===== config.mk =====
export PLATFORM = sky130hd
export DESIGN_NAME = iq_deinterleave
export DESIGN_NICKNAME = d
export VERILOG_FILES = /design/src/rtl/iq_deinterleave.sv
export SDC_FILE = /design/constraint.sdc
export NUM_CORES = 1
export LEC_CHECK = 0
export BUFFER_PORTS_ARGS = -buffer_cell sky130_fd_sc_hd__clkbuf_2
export CAP_MARGIN = 20
export CELL_PAD_IN_SITES_DETAIL_PLACEMENT = 0
export CELL_PAD_IN_SITES_GLOBAL_PLACEMENT = 1
export CORE_MARGIN = 3
export CORE_UTILIZATION = 37
export DETAILED_ROUTE_END_ITERATION = 10
export HOLD_SLACK_MARGIN = 0.05
export PLACE_DENSITY_LB_ADDON = 0.1
export REMOVE_ABC_BUFFERS = 1
export SYNTH_ARGS = -nofsm -noshare
export SYNTH_HDL_FRONTEND = slang
export SYNTH_SLANG_ARGS = --single-unit

===== constraint.sdc =====
create_clock -name clock -period 2.3 [get_ports clock]
set_input_delay 0.46 -clock clock [delete_from_list [all_inputs] [get_ports clock]]
set_output_delay 0.46 -clock clock [all_outputs]
set_load 0.01 [all_outputs]

===== src/rtl/iq_deinterleave.sv =====
// Byte-stream to I/Q sample deinterleaver: pops 4 bytes per pair, quantizes both samples
// (<< BITS) and pushes them into the I and Q FIFOs together. Optional macro: IQ_BIG_ENDIAN_EN.
module iq_deinterleave #(
  parameter int unsigned DATA_WIDTH = 32,
  parameter int unsigned BYTE_WIDTH = 8,
  parameter int unsigned BITS       = 10
) (
  input  logic                  clock,
  input  logic                  reset,
  input  logic [BYTE_WIDTH-1:0] in_dout,
  input  logic                  in_empty,
  output logic                  in_rd_en,
  output logic [DATA_WIDTH-1:0] I_din,
  input  logic                  I_full,
  output logic                  I_wr_en,
  output logic [DATA_WIDTH-1:0] Q_din,
  input  logic                  Q_full,
  output logic                  Q_wr_en
);

  localparam int unsigned SAMPLE_W = 2 * BYTE_WIDTH;

  typedef enum logic [2:0] {
    S_I_LO  = 3'd0,
    S_I_HI  = 3'd1,
    S_Q_LO  = 3'd2,
    S_Q_HI  = 3'd3,
    S_WRITE = 3'd4
  } state_t;

  state_t                r_state;
  state_t                w_next;
  logic [BYTE_WIDTH-1:0] r_i_lo;
  logic [BYTE_WIDTH-1:0] r_i_hi;
  logic [BYTE_WIDTH-1:0] r_q_first;
  logic [DATA_WIDTH-1:0] r_i_din;
  logic [DATA_WIDTH-1:0] r_q_din;
  logic [SAMPLE_W-1:0]   w_i_raw;
  logic [SAMPLE_W-1:0]   w_q_raw;
  logic                  w_pop;
  logic                  w_push;

`ifdef IQ_BIG_ENDIAN_EN
  localparam state_t FIRST_ST   = S_I_HI;
  localparam state_t Q_FIRST_ST = S_Q_HI;
  localparam state_t LAST_ST    = S_Q_LO;
  assign w_q_raw = {r_q_first, in_dout};
`else
  localparam state_t FIRST_ST   = S_I_LO;
  localparam state_t Q_FIRST_ST = S_Q_LO;
  localparam state_t LAST_ST    = S_Q_HI;
  assign w_q_raw = {in_dout, r_q_first};
`endif

  assign w_i_raw = {r_i_hi, r_i_lo};

  // Sign-extend to the output width, then arithmetic shift into fixed point.
  function automatic logic [DATA_WIDTH-1:0] quantize(input logic [SAMPLE_W-1:0] s);
    logic signed [DATA_WIDTH-1:0] ext;
    ext = DATA_WIDTH'($signed(s));
    return ext <<< BITS;
  endfunction

  assign w_pop    = !reset && !in_empty && (r_state != S_WRITE);
  assign w_push   = !reset && (r_state == S_WRITE) && !I_full && !Q_full;
  assign in_rd_en = w_pop;
  assign I_wr_en  = w_push;
  assign Q_wr_en  = w_push;
  assign I_din    = r_i_din;
  assign Q_din    = r_q_din;

  always_comb begin
    w_next = FIRST_ST;
    case (r_state)
`ifdef IQ_BIG_ENDIAN_EN
      S_I_HI:  w_next = S_I_LO;
      S_I_LO:  w_next = S_Q_HI;
      S_Q_HI:  w_next = S_Q_LO;
      S_Q_LO:  w_next = S_WRITE;
`else
      S_I_LO:  w_next = S_I_HI;
      S_I_HI:  w_next = S_Q_LO;
      S_Q_LO:  w_next = S_Q_HI;
      S_Q_HI:  w_next = S_WRITE;
`endif
      default: w_next = FIRST_ST;
    endcase
  end

  always_ff @(posedge clock) begin
    if (reset) begin
      r_state   <= FIRST_ST;
      r_i_lo    <= '0;
      r_i_hi    <= '0;
      r_q_first <= '0;
      r_i_din   <= '0;
      r_q_din   <= '0;
    end else if (w_pop) begin
      r_state <= w_next;
      if (r_state == S_I_LO) r_i_lo <= in_dout;
      if (r_state == S_I_HI) r_i_hi <= in_dout;
      if (r_state == Q_FIRST_ST) r_q_first <= in_dout;
      // Last byte bypasses its register and completes both samples directly.
      if (r_state == LAST_ST) begin
        r_i_din <= quantize(w_i_raw);
        r_q_din <= quantize(w_q_raw);
      end
    end else if (w_push) begin
      r_state <= FIRST_ST;
    end
  end

endmodule

# Yosys cells after proc, flatten, opt, wreduce, memory -nomap -nowiden
# Index checks and enable logic that the tools add are counted.
# totals
regBits,59
input_bits,13
out_inout_bits,67
# classes
eq_ne,5
n_mux,3
n_reduce_logical,15
# op_table
cell,n
$pmux 3 s4,1
$reduce_and 2->1,4
$eq 3x2->1 const B,2
$mux 3,2
$logic_and 1x1->1,5
$logic_not 1->1,4
$eq 3x1->1 const B,1
$eq 3x3->1 const B,1
$logic_not 3->1,1
$ne 3x3->1 const B,1
$reduce_bool 2->1,1

# Depth between registers and ports, before layout
# Gate-level depths: netlist of run 1.
# logic_depth
depth_word,6
depth_mapped,6

# Least setup slack after synthesis of run 1
# Ideal clock, no wire load.
# synth_path
path_kind,input-to-output
startpoint,input port reset
endpoint,output port Q_wr_en
t_arrival_ps,1562
t_required_ps,1840
slack_ps,278
cell_stages,5
n_path_buf,4
path_cell_list,clkbuf_1 -> clkbuf_1 -> clkbuf_1 -> nor3_1 -> buf_4
# synth_via
elab_chain_len,4
# synth_lines
item,line_no,source
start: declaration,9,"input logic reset,"
$logic_not 1->1,65,assign w_push = !reset && (r_state == S_WRITE) && !I_full && !Q_full;
$logic_and 1x1->1 (3 in a row),65,
end: declaration,18,output logic Q_wr_en
# No other way between the ends.

# Final worst setup path of run 1
# layout_path
startpoint,register r_state[1]
endpoint,output port Q_wr_en
# layout_via
elab_chain_len,4
# layout_lines
item,line_no,source
start: declaration,31,state_t r_state;
start signal: assignment,99,r_state <= w_next;
$eq 3x3->1,65,
$logic_and 1x1->1 (3 in a row),65,
# No other way between the ends.

==> metrics, run 1 <==
grt total ovfl=0; Die ar.=about 8200 µm²; IO buf count=59; TNS Setup=0 ns; clk sink count=between 50 and 60; Clock Latency Late Sink=around 0.33 ns; via/cell ratio=between 4 and 5; commonest non-fill, non-tap cells in the layout=dfxtp_1 (59), clkbuf_2 (59), a21oi_1 (41); Fin. Hold Viols=0; Cell Count, Final, Fillers Out=439; setup ws final=about 0.35 ns; Yosys reg bits=a little under 60; Post-Synthesis Cells=303; Place WS=approximately 0.35 ns; num rows=30; diodes inserted=0; RSZ-0062 raised after global routing=no; max_cap viols=0; met1 wire length=2600 µm; Met3 Wirelength=346 µm; Post-Syn Area=2650 µm²; global-route wire length before repair=9580 µm; status=finished, final reports clean; largest net degree at the start of global routing=57; RePlAce Congestion=0.679; synth unique cells=27; DRT iter0 DRCs=79; # setup viols final=0; Post-Place Cell Area=approximately 2800 µm²; top routing layer in use=met4; end-of-flow core utilization=between 40 and 50%; Worst Hold Class=input pin to flop; io pins=80; placed cell count=423; Clock Tree Root=clkbuf_8; Max FO, Critical Path=9; Die X=about 91 µm; met2 WL=2720 µm; total power=between 2 and 2.5 mW; worst clock skew=roughly 0.0071 ns; Design Area, Final=around 3000 µm²; critical path class=flop to output pin; Wirelength per Cell=13.1 µm; area delta synth->final=14.1%; startpoint types=flop; post-CTS setup buffers=0; P_leak=about 1.3 nW; fmax=513 MHz; number of global-route vias before repair=approximately 2000; average size of a mapped cell=~8.7 µm²; Die Span Y=90.6 µm; initial antenna violation count=0; Crit. End Element=output pin; DRT antenna net count=0; CTS tree=built; Tightest Pin Transition=around 0.54 ns; register area share after synthesis=44.6%; fin. max-slew vios=0; fin crit share=84.8%; Ys Warns=0; HPWL after DPL=roughly 3500 µm; # hold bufs at CTS=0; post-CTS resize count=0; internal reg-to-reg setup slack=roughly 0.59 ns; Fin Hold WS=about 0.37 ns; Max Root-Sink Buffers=2; cts bufs inserted=9; maximum VDD drop=between 0.3 and 0.4 mV; via count=between 2000 and 2500; Starting Density=38.6%; critical path data required time=1.84 ns; Final nets=351; layout cells sized above 1=around 26%; Max H-tree Level=3; Rel. slew slack=about 64%; gr usage total=14.3%; clock slew at reported path FFs=0.06 ns; min Tclk post-route=just under 2 ns; Core ar.=roughly 6900 µm²; power per cell area=roughly 730 nW/µm²; final wirelength=between 5000 and 6000 µm; DRT Pass-1 Iters=4; DRC=0; worst path arrival time=around 1.5 ns
==> critical path, stage by stage, from the launching register on <==
cell,delay (ns)
dfxtp_1,0.38
nor2_1,0.26
nand2_1,0.08
nor3_1,0.26
clkbuf_2,0.19
==> cells in the mapped netlist <==
cell      count  area share, %
o21ai_2       6            2.0
o21ai_0      18            3.4
conb_1        1           0.14
a21oi_1      41            7.7
nand3b_1      2           0.57
nor3b_1       2           0.57
nor4b_2       1           0.57
buf_4        34            9.6
a22oi_1       1           0.28
or2_2         1           0.24
nand3_1      38            7.2
or4b_4        1           0.52
nand2_1       3           0.42
clkbuf_1     17            2.4
o32ai_1       1           0.33
nor3_1        3           0.57
o31ai_1       1           0.28
clkbuf_2      1           0.19
o21ai_1      14            2.6
dfxtp_1      59             45
buf_6         4            1.7
nand2b_1     19            4.5
a211oi_1      1           0.28
mux2i_1      18            6.8
inv_1         9            1.3
buf_2         5           0.94
nor2_1        2           0.28
==> worst paths after layout <==
kind	end	startpoint	cells after the start
max	Q_wr_en	r_state[1]$_SDFFE_PP0P_	4
min	Q_din[22]$_SDFFE_PP0P_	in_dout[4]	3
max reg2reg	I_din[15]$_SDFFE_PP0P_	r_state[2]$_SDFFE_PP0P_	3
min reg2reg	Q_din[16]$_SDFFE_PP0P_	r_q_first[6]$_SDFFE_PP0P_	2
==> sequential cells by signal, indices dropped and copies added, names as in the netlist <==
| signal | flops |
|---|---|
| I_din | 16 |
| Q_din | 16 |
| r_i_hi | 8 |
| r_i_lo | 8 |
| r_q_first | 8 |
| r_state | 3 |
==> where the power goes <==
part	switching (mW)	internal [mW]	leakage [nW]
clock network	0.386	0.591	0.104
registers	0.0160	1.05	0.478
logic	0.120	0.0560	0.723
==> final cells by class <==
| class | count | area (µm²) |
|---|---|---|
| timing repair buffer | 66 | 360 |
| clock inverter | 1 | 30.0 |
| fill | 707 | 3850 |
| tap | 96 | 120 |
| inverter | 9 | 33.8 |
| clock buffer | 15 | 176 |
| sequential | 59 | 1180 |
| multi-input combinational | 193 | 1120 |
==> logic make-up after synthesis <==
logic type,count (synthesis),share of synthesized area (%)
AO/OA/AOI/OAI,83,17.0
buffers and inverters,70,16.1
flip-flops,59,44.6
multiplexers,18,6.80
other,1,0.142
AND/OR/NAND/NOR,72,15.4
==> metal layers <==
metal,vias to the layer above,track usage [%]
li1,1060,-
met1,984,17.2
met2,48,23.5
met3,8,6.00
met4,0,3.83
met5,-,0
(Power assumes the default switching activity.)
==> run 2: changes to the inputs <==
- CORE_UTILIZATION: 37 -> 34
- clock period: 2.3 -> 1.7 ns (I/O delays scaled with it)
==> run 2 against run 1 <==
Global-route usage about the same. Cell count up 2.5%. Sequential power up 36%. Non-clock buffer count up 9. Via count up 1.3%. Critical path type unchanged. Critical endpoint is now in_rd_en. Largest cell class unchanged.
==> metrics, run 2 (synthesis results as in run 1) <==
Max FO, Critical Path=9 (unchanged); DRT antenna net count=0 (unchanged); area delta synth->final=17.8%; Max Root-Sink Buffers=2 (unchanged); # hold bufs at CTS=0 (unchanged); IO buf count=59 (unchanged); io pins=80 (unchanged); Design Area, Final=3120 µm² (+3.2%); via/cell ratio=4.73 (-1.1%); Starting Density=35.8% (-2.8 points); Die X=94.3 µm (+4.0%); clk sink count=59 (unchanged); largest net degree at the start of global routing=52 (-8.8%); via count=2128 (+1.3%); Critical-path top delay cell=dfxtp_2; Clock Latency Late Sink=0.33 ns (about the same); power per cell area=958 nW/µm² (+31%); # setup viols final=0 (unchanged); max_cap viols=0 (unchanged); Max H-tree Level=3 (unchanged); CTS tree=built; final wirelength=6200 µm (+8.1%); Fin. Hold Viols=0 (unchanged); Post-Place Cell Area=2910 µm² (+3.4%); RSZ-0062 raised after global routing=no; worst path arrival time=1.25 ns (-0.24 ns); Switching Fraction=24.5% (+0.93 points); Wirelength per Cell=13.8 µm (+5.5%); status=finished, final reports clean; CP peak stage delay=0.42 ns (+0.04 ns); DRC=0 (unchanged); end-of-flow core utilization=42.1% (-1.9 points); clock network fraction of design power=43.1% (-1.0 points); DRT Pass-1 Iters=4 (unchanged); Cell Chain, Critical Path=nor2_4 -> a211oi_1 -> clkbuf_2; Crit. End Element=output pin; commonest non-fill, non-tap cells in the layout=clkbuf_2 (59), dfxtp_1 (58), a21oi_1 (41); Clock Tree Root=clkbuf_8; fmax=627 MHz; critical path class=flop to output pin; Core ar.=7410 µm² (+7.9%); startpoint types=flop; Worst Hold Class=input pin to flop; P_leak=1.35 nW (+3.7%); post-CTS setup buffers=0 (unchanged); HPWL after DPL=3900 µm (+11%); min Tclk post-route=~1.6 ns; P_int=2.26 mW (+33%); initial antenna violation count=0 (unchanged); gr usage total=14.3% (+0.042 points); critical path data required time=1.36 ns (-0.48 ns); worst clock skew=0.00864 ns (+0.00155 ns); RePlAce Congestion=0.680 (+0.12%); number of global-route vias before repair=1987 (+1.8%); Die Span Y=94.3 µm (+4.0%); global-route wire length before repair=9920 µm (+3.6%); filler cell count=765 (+8.2%); TNS Setup=0 ns (unchanged); grt total ovfl=0 (unchanged); Flop pwr share=48.2% (+0.2 points); commonest non-fill, non-tap cell in the layout=clkbuf_2; Final nets=360 (+2.6%); fin. max-slew vios=0 (unchanged); Logic pwr share=8.8% (+0.9 points); clock slew at reported path FFs=0.07 ns (about the same); fin crit share=~94%; cts bufs inserted=9 (unchanged); num rows=31 (+3.3%); maximum VDD drop=0.350 mV (-5.4%); Die ar.=8890 µm² (+8.2%); layout cells sized above 1=28.5% (+2.8 points); DRT iter0 DRCs=47 (-41%); Psw=0.732 mW (+40%); diodes inserted=0 (unchanged)
## run 2: cell count changes in the layout (fill, tap and decap cells not counted), sizes merged
cell / change
buf: +9
clkbuf: -2
clkinv: +1
## run 2: per-stage QoR
| step | power (mW) | hold slack, ns | std cells | setup slack [ns] |
|---|---|---|---|---|
| floorplan | 1.60 | 0.409 | 261 | -0.989 |
| global placement | 1.73 | 0.449 | 435 | 0.109 |
| detailed placement | 1.73 | 0.454 | 435 | 0.0931 |
| CTS | 3.04 | 0.247 | 450 | 0.0330 |
| global route | 3.13 | 0.267 | 450 | 0.0286 |
| finish | 2.99 | 0.263 | 450 | 0.106 |
## run 2: layout make-up
class	instances	area (µm²)	share of cell area [%]
Sequential cell	59	1180	37.9
Multi-Input combinational cell	193	1130	36.3
Timing Repair Buffer	75	453	14.5
Clock buffer	13	159	5.09
Tap cell	99	124	3.97
Clock inverter	2	35.0	1.12
Inverter	9	33.8	1.08
## run 2: critical path, delay by kind of cell, from the launching register on
| family | cells | cell delay (ns) |
|---|---|---|
| DFF | 1 | 0.42 |
| AOI/OAI and AO/OA | 1 | 0.27 |
| buffers and inverters | 1 | 0.18 |
| and+or+nand+nor | 1 | 0.06 |
## run 2: path summary, 6_finish.rpt
kind / from / end / cells after the start / slack [ns]
hold / removal: in_dout[1] / r_q_first[1]$_SDFFE_PP0P_ / 3 / 0.26
hold reg to reg: I_din[22]$_SDFFE_PP0P_ / I_din[22]$_SDFFE_PP0P_ / 2 / 0.46
setup / recovery: r_state[1]$_SDFFE_PP0P_ / in_rd_en / 3 / 0.11
setup reg to reg: r_state[0]$_SDFFE_PP0P_ / r_i_hi[2]$_SDFFE_PP0P_ / 5 / 0.15
## run 2: routing by layer
metal | track usage, % | wire length (µm)
met4 | 6.50 | 52
met2 | 21.5 | 2850
met1 | 19.5 | 3010
met5 | 0 | 0
met3 | 3.29 | 280
## run 2: timing repair
item / CTS / global route
pin swaps: 0 / 0
gates resized for setup: 3 / 1
gates cloned: 0 / 0
setup endpoints to repair: 3 / 2
## run 2: power by group through the flow
stage	sequential (mW)	clock [mW]	combinational, mW
2_1_floorplan	1.48	0	0.120
3_3_place_gp	1.47	0	0.262
3_5_place_dp	1.47	0	0.264
4_1_cts	1.44	1.33	0.267
5_1_grt	1.44	1.39	0.292
6_report	1.44	1.29	0.263
==> run 3: changes to the inputs <==
- ABC_AREA: unset -> 1
- CORE_UTILIZATION: 34 -> 32
==> run 3 against run 2 <==
Die area is 0.35% higher. Register-to-register slack improved by 0.16 ns. Sequential power barely moved. Area after synthesis down 5.5%. Global-route usage down 0.51 points. First-iteration DRC count up 100%. Synthesized cell count grew 6.9%.
==> metrics, run 3 <==
Die Span Y=94.5 µm (+0.18%); fin. max-slew vios=0 (unchanged); power per cell area=971 nW/µm² (+1.3%); Fin Hold WS=0.305 ns (+0.0413 ns); Worst Setup SP=r_state[1]$_SDFFE_PP0P_; Die X=94.5 µm (+0.18%); status=finished, final reports clean; Post-Syn Area=2500 µm² (-5.5%); Place WS=0.259 ns (+0.165 ns); worst path arrival time=1.22 ns (-0.03 ns); cts bufs inserted=9 (unchanged); clock slew at reported path FFs=0.06 ns (about the same); post-CTS setup buffers=0 (unchanged); average size of a mapped cell=7.73 µm² (-12%); Ys Warns=0 (unchanged); commonest non-fill, non-tap cell in the layout=nor2_1; Post-synth EDFFs=0 (unchanged); RSZ-0062 raised after global routing=no; synth cell count leaders=nor2_1 (83), dfxtp_1 (59), nand2_1 (37), o21ai_0 (34), buf_4 (33); total power=2.80 mW (-6.3%); Final nets=385 (+6.9%); diodes inserted=0 (unchanged); via count=2079 (-2.3%); Post-Synthesis Cells=324 (+6.9%); Critical path buffers and inverters=2 (+1); via/cell ratio=4.39 (-7.2%); simple-gate share of the synthesized area=25.3% (+9.9 points); fin crit share=91.7% (-2.1 points); Worst Hold Class=input pin to flop; maximum VDD drop=0.327 mV (-6.4%); top_reg_cell synth=dfxtp_1; Adder-Cell Fraction of Synth Area=0% (unchanged); Fin. Hold Viols=0 (unchanged); layout cells sized above 1=23.7% (-4.8 points); share of the synthesized area in the top cell type=47.2% (+2.6 points); num rows=31 (unchanged); IO buf count=59 (unchanged); startpoint types=flop; Clock Tree Root=clkbuf_8; number of global-route vias before repair=1893 (-4.7%); DRT antenna net count=0 (unchanged); critical path data required time=1.36 ns (about the same); TNS Setup=0 ns (unchanged); critical path class=flop to output pin; clk sink count=59 (unchanged); main area contributors after synthesis=dfxtp_1 (47%), nor2_1 (12%), buf_4 (9.9%), o21ai_0 (6.8%), nand2_1 (5.5%); max_cap viols=0 (unchanged); hold depth=2 (-1); Cell Chain, Critical Path=nor2_4 -> nand4_1 -> inv_1 -> clkbuf_2; largest net degree at the start of global routing=33 (-37%); Yosys reg bits=59 (unchanged); Top Family by Delay on Critical Path=flip-flops; min Tclk post-route=1.56 ns (-0.0351 ns); grt total ovfl=0 (unchanged); initial antenna violation count=0 (unchanged); Post-Synth XOR/XNOR Area=0% (unchanged); Critical-path top delay cell=dfxtp_1; # setup viols final=0 (unchanged); global-route wire length before repair=9440 µm (-4.9%); Post-Place Cell Area=2700 µm² (-7.5%); Cell Count, Final, Fillers Out=474 (+5.3%); DRT Pass-1 Iters=4 (unchanged); Design Area, Final=2880 µm² (-7.6%); Starting Density=33.8% (-2.0 points); Crit. End Element=output pin; post-CTS resize count=1 (-2); largest family of logic cells by synthesized area=simple AND/OR/NAND/NOR gates; Die ar.=8920 µm² (+0.35%); Clock Latency Late Sink=0.33 ns (about the same); worst clock skew=0.0108 ns (+0.00214 ns); most numerous cell in the Yosys netlist=nor2_1; CTS tree=built; internal reg-to-reg setup slack=0.31 ns (+0.16 ns); worst hold start=reset; worst reg-to-reg path cell count=6 (+1); end-of-flow core utilization=38.9% (-3.2 points); Max H-tree Level=3 (unchanged); area delta synth->final=15.2%; synth unique cells=21 (-22%); Core ar.=7410 µm² (unchanged); terminus of the critical flop-to-flop path=Q_din[24]$_SDFFE_PP0P_; worst r2r src=r_state[1]$_SDFFE_PP0P_; commonest non-fill, non-tap cells in the layout=nor2_1 (82), dfxtp_1 (59), clkbuf_2 (59); CP peak stage delay=0.37 ns (-0.05 ns); fmax=642 MHz (+2.3%); cell taking the most area after synthesis=dfxtp_1; Max FO, Critical Path=7 (-2); setup ws final=0.141 ns (+0.0351 ns); Wirelength per Cell=12.1 µm (-12%); HPWL after DPL=3890 µm (-0.27%); register area share after synthesis=47.2% (+2.6 points); P_leak=1.30 nW (-3.7%); DRC=0 (unchanged); Compound-Gate Fraction of Synth Area=10.2% (-6.8 points); RePlAce Congestion=0.747 (+9.8%); ys async rst share=0% (unchanged); final wirelength=5730 µm (-7.6%); placed cell count=460 (+5.7%); io pins=80 (unchanged); # hold bufs at CTS=0 (unchanged); multiplexer share of the synthesized area=0% (-6.8 points); gr usage total=13.8% (-0.51 points); Max Root-Sink Buffers=2 (unchanged); DRT iter0 DRCs=95 (+100%); Worst Hold Endpoint=r_i_lo[4]$_SDFFE_PP0P_; filler cell count=848 (+11%)
[run 3: changes by cell type in the layout (fill, tap and decap cells not counted), moves of 14 or more]
cell / delta
nand2b_1: -19
a21oi_1: -24
nand2_1: +34
nor2_1: +81
mux2i_1: -18
o21ai_1: -14
o21ai_0: +16
nand3_1: -34
nand4_1: +17
[run 3: routing by layer]
layer	up-vias	wire (µm)	track usage, %
met1	936	2860	18.7
met4	0	103	7.57
li1	1085	-	-
met3	8	266	3.19
met2	50	2490	20.3
met5	-	0	0
[run 3: cells by family after synthesis]
| kind of cell | count (synthesis) |
|---|---|
| AOI/OAI and AO/OA | 51 |
| buffers and inverters | 66 |
| DFF | 59 |
| other | 1 |
| and+or+nand+nor | 147 |
[run 3: worst max path at each step]
stage,endpoint,depth (start not counted)
final,I_wr_en,4
after global routing,I_wr_en,4
after CTS,I_wr_en,4
after detailed placement,I_wr_en,4
after global placement,I_wr_en,4
after floorplan,I_wr_en,3
[run 3: where the power goes]
part           switching [mW]  leakage (nW)  internal [mW]  total (mW)
sequential             0.0109         0.476           1.40        1.41
combinational           0.121         0.732         0.0515       0.172
clock                   0.521        0.0950          0.696        1.22
[run 3: final cells by class]
type	count	area (µm²)	area share, %
clock buffer	11	141	4.90
clock inverter	3	40.0	1.39
inverter	16	62.6	2.17
tap	99	124	4.30
sequential	59	1180	41.0
timing repair buffer	68	363	12.6
multi-input combinational	218	972	33.7
